==> src/rtl/uc_sequencer.sv <==
// uc_sequencer: fetch/decode control unit for the 16-bit accumulator datapath
module uc_sequencer #(
    parameter int ADDR_W = 8
) (
    input  logic              clk,
    input  logic              rst,
    input  logic              run,
    input  logic [15:0]       instr_in,
    input  logic              carry_in,
    output logic [ADDR_W-1:0] mem_addr,
    output logic              mem_ce,
    output logic              mem_we,
    output logic              load_r1,
    output logic              load_accu,
    output logic [2:0]        sel_ual,
    output logic              carry_flag,
    output logic [ADDR_W-1:0] pc_out,
    output logic              halted
);
    typedef enum logic [2:0] {FETCH, DECODE, READ, LOADR1, ALU, STORE, JUMP, HALT} state_t;
    state_t state, dec_next;
    logic [ADDR_W-1:0] pc;
    logic [15:0] ir;
    logic flag, live, unused_ir;
    logic [2:0] op, nop;
    assign op = ir[15:13];
    assign nop = instr_in[15:13];
    assign unused_ir = ^ir;
    // Next state chosen from the opcode arriving on the memory bus during DECODE
    always_comb begin
        dec_next = (nop <= 3'd2) ? READ :
                   (nop == 3'd3) ? STORE :
                   (nop[2:1] == 2'b10) ? JUMP :
                   (nop == 3'd6) ? FETCH : HALT;
    end
    // Sequencer state, PC, IR and carry flag; everything holds while run is low
    always_ff @(posedge clk) begin
        if (rst) begin
            state <= FETCH;
            pc    <= '0;
            ir    <= '0;
            flag  <= 1'b0;
        end else if (run) begin
            case (state)
                FETCH:  state <= DECODE;
                DECODE: begin
                    ir    <= instr_in;
                    pc    <= pc + ADDR_W'(1);
                    state <= dec_next;
                end
                READ:   state <= LOADR1;
                LOADR1: state <= ALU;
                ALU: begin
                    flag  <= (op == 3'd0) ? 1'b0 : carry_in;
                    state <= FETCH;
                end
                STORE:  state <= FETCH;
                JUMP: begin
                    if (op == 3'd5 || !flag) pc <= ir[ADDR_W-1:0];
                    if (op == 3'd4) flag <= 1'b0;
                    state <= FETCH;
                end
                HALT:   state <= HALT;
            endcase
        end
    end
    // Strobes decode from state and are gated off during stall and reset cycles
    always_comb begin
        live       = run && !rst;
        mem_ce     = live && (state == FETCH || state == READ || state == STORE);
        mem_we     = live && state == STORE;
        load_r1    = live && state == LOADR1;
        load_accu  = live && state == ALU;
        mem_addr   = (state == FETCH) ? pc :
                     (state == READ || state == STORE) ? ir[ADDR_W-1:0] : '0;
        sel_ual    = (op == 3'd0) ? 3'b000 : (op == 3'd1) ? 3'b010 : (op == 3'd2) ? 3'b011 : 3'b000;
        carry_flag = flag;
        pc_out     = pc;
        halted     = !rst && state == HALT;
    end
endmodule

==> config.mk <==
export PLATFORM = sky130hd
export DESIGN_NAME = uc_sequencer
export DESIGN_NICKNAME = d
export VERILOG_FILES = /design/src/rtl/uc_sequencer.sv
export SDC_FILE = /design/constraint.sdc
export NUM_CORES = 1
export LEC_CHECK = 0
export CAP_MARGIN = 20
export CORE_ASPECT_RATIO = 2
export CORE_UTILIZATION = 50
export DETAILED_ROUTE_END_ITERATION = 10
export PLACE_DENSITY = 0.85
export SETUP_SLACK_MARGIN = 0.3
export SKIP_LAST_GASP = 1
export SYNTH_ARGS = -nofsm -noshare
export SYNTH_HDL_FRONTEND = slang
export SYNTH_SLANG_ARGS = --single-unit
==> constraint.sdc <==
create_clock -name clk -period 4.7 [get_ports clk]
set_input_delay 0.94 -clock clk [delete_from_list [all_inputs] [get_ports clk]]
set_output_delay 0.94 -clock clk [all_outputs]
set_load 0.005 [all_outputs]
==> key figures <==
Synthesis
  • Net Count, Synth: approximately 210
  • Post-synth EDFFs: 0
  • Yosys reg bits: 23
  • Ys async rst share: 0%
  • Syn Area/Cell: 7.44 sq um
  • Yosys cell types: 48
  • Register area share after synthesis: 32.3%
  • Post-Syn Area: approximately 1400 sq um
  • Top FF cell, synth: dfxtp_1
  • Post-Syn Instances: between 150 and 200
  • YS warnings: 0

Cells and area
  • Diodes inserted: 0
  • Layout area overhead: 28.3%
  • Share of layout cells above drive strength 1: 4.07%
  • Final nets: 243
  • Fin util: 66.9%

Routing
  • Final ANT Viol Nets: 0
  • Vias: 1595
  • Final WL: 4.13 mm
  • DRT iter0 DRCs: around 90
  • Via-per-instance ratio: 6.38
  • WL/cell: ~17 um
  • Drt drc: 0
  • First-pass detailed-route iteration total: 5

Critical path
  • Crit path capture type: primary output
  • Crit path cell chain: clkdlybuf4s50_1, nand2_1, nor4_1, clkdlybuf4s50_1
  • Critical Path Fanout Max: 10
  • Worst EP required: about 3.8 ns
  • Startpoint types: primary input
  • RR Startpoint: state[1]
  • Crit path launch: run
  • Arrival time at the worst endpoint: between 2 and 3 ns
  • Crit Path Category: primary input to primary output
  • Critical Path End: load_accu
  • R2R setup slack: 2.37 ns
  • Reg2reg path depth: 4
  • CP peak stage delay: 0.65 ns
  • Most frequent CP cell: clkdlybuf4s50_1
  • Critical register-to-register path endpoint: pc_out[0]
  • Slowest cell on the critical path: clkdlybuf4s50_1

Clock tree
  • H-tree levels: 1
  • Clk Latency, worst-skew pair: 0.27 ns
  • CTS buffer count: 3
  • CTS max path bufs: 2
  • CTS tree: done
  • Clock root buffer master: clkbuf_8
  • Post-CTS sizing: 0
  • Sink Count: 23
  • # hold bufs at CTS: 0
  • Post-CTS setup buffers: 0
  • Clk slew on worst S/H paths: 0.08 ns

Worst hold path
  • Hold WC Path Type: flop to flop
  • Hold path startpoint: ir[2]

STA
  • Max-slew violations: 0
  • Hold WS: 0.500 ns
  • Clk_skew: 0.00381 ns
  • Fin crit share: 73.2%
  • Final Setup Violations: 0
  • RSZ-0062 raised after global routing: no
  • Worst slew pin tran: between 0.9 and 1 ns
  • Final critical-path setup slack: 1.26 ns
  • Final-report hold violation count: 0
  • Setup TNS: 0 ns
  • Highest Clock Rate: between 200 and 300 MHz
  • Relative max-transition margin: 33.3%
  • Final min period: 3.44 ns

Placement
  • Pre-CTS WS: 1.27 ns
  • GPL Wtd Cong: 0.835
  • IO Port Bufs: 38
  • Post-DP HPWL: 2.85 mm

Pwr
  • Power Density: 223 nW/um^2
  • LEAKAGE: 0.613 nW
  • Power consumption: 0.408 mW
  • Max VDD drop: 0.173 mV

Die
  • DIE WIDTH: 39.8 um
  • Core Area: 2740 sq um
  • Die area: ~3100 sq um
  • Starting Density: 52.2%
  • Chip height: 77.6 um
  • I/O Pins: 45
  • # rows: 27

Global routing
  • Initial antenna violation count: 0
  • Number of global-route vias before repair: 1517
  • GR Overflow Total: 0
  • First-pass GRT wire length: 6.69 mm
  • Total Routing Usage GR: 30.5%
  • Largest net degree at the start of global routing: 25

Flow run
  • Max-Cap Viols: 0

Run status
  • Outcome: finished, final reports clean
==> worst max-delay path, delay by kind of cell <==
kind | cells | cell delay (ns)
AND/OR/NAND/NOR | 2 | 0.36
buffers and inverters | 2 | 1.20
==> registers in the layout, summed over array words and instances (netlist names) <==
name	count
carry_flag	1
ir	11
pc_out	8
state	3
==> cell usage after synthesis, drive strengths merged, types with 3 or more instances <==
master | count | area share [%]
nor2 | 8 | 2.1
a221oi | 3 | 2.3
nor3 | 3 | 1.1
buf | 9 | 3.2
nor3b | 3 | 1.6
inv | 5 | 1.3
clkbuf | 5 | 1.3
o21ai | 13 | 4.8
nand2 | 48 | 13
dfxtp | 23 | 32
mux2i | 10 | 7.0
o32ai | 3 | 1.8
a21oi | 23 | 8.1
==> cell usage in the layout (no fill, tap or decap), types with 2 or more instances in the layout <==
cell type,n
a21oi_1,23
a221oi_1,2
a31oi_1,2
and3_1,2
and3b_1,2
clkbuf_8,3
clkdlybuf4s50_1,38
dfxtp_1,23
inv_1,4
mux2i_1,10
nand2_1,48
nand3_1,2
nand3b_1,2
nand4_1,2
nor2_1,8
nor2b_1,2
nor3_1,3
nor3b_1,3
o21ai_0,11
o32ai_1,3
==> cell families after synthesis <==
kind of cell    synth area share, %
flops                          32.3
xor+xnor                       1.23
other cells                   0.263
fa+ha+maj                     0.876
buf+inv                        5.87
simple gates                   26.7
mux                            7.01
compound gates                 25.8
==> report_power, final <==
part	leakage, nW	switching [mW]	internal [mW]	total, mW
sequential	0.187	0.0155	0.201	0.217
combinational	0.404	0.0312	0.0336	0.0648
clock	0.0228	0.0658	0.0607	0.127
total	0.613	0.113	0.296	0.408
==> how the worst min path moves through the flow <==
stage,to,depth (start not counted)
final,ir[2],2
after floorplan,ir[4],2
after global routing,ir[6],2
after CTS,ir[2],2
after detailed placement,ir[2],2
after global placement,ir[2],2
==> per-stage QoR <==
step,instances,instance area [sq um]
2_1_floorplan,192,1430
3_3_place_gp,246,1790
3_5_place_dp,246,1790
4_1_cts,250,1830
5_1_grt,250,1830
6_report,250,1830
==> layout make-up <==
type / instances / area, sq um
tap: 29 / 36.3
clock buffer: 4 / 45.0
inverter: 5 / 18.8
multi-input combinational: 150 / 883
fill: 249 / 905
sequential: 23 / 460
timing repair buffer: 39 / 388
==> routing by layer <==
layer | vias to the layer above | GRT usage, % | wire, um
li1 | 736 | - | -
met4 | 0 | 21.0 | 186
met2 | 88 | 50.3 | 2230
met3 | 26 | 5.43 | 265
met1 | 745 | 31.8 | 1450
met5 | - | 0 | 0
Power figures use the tool's default switching activity.
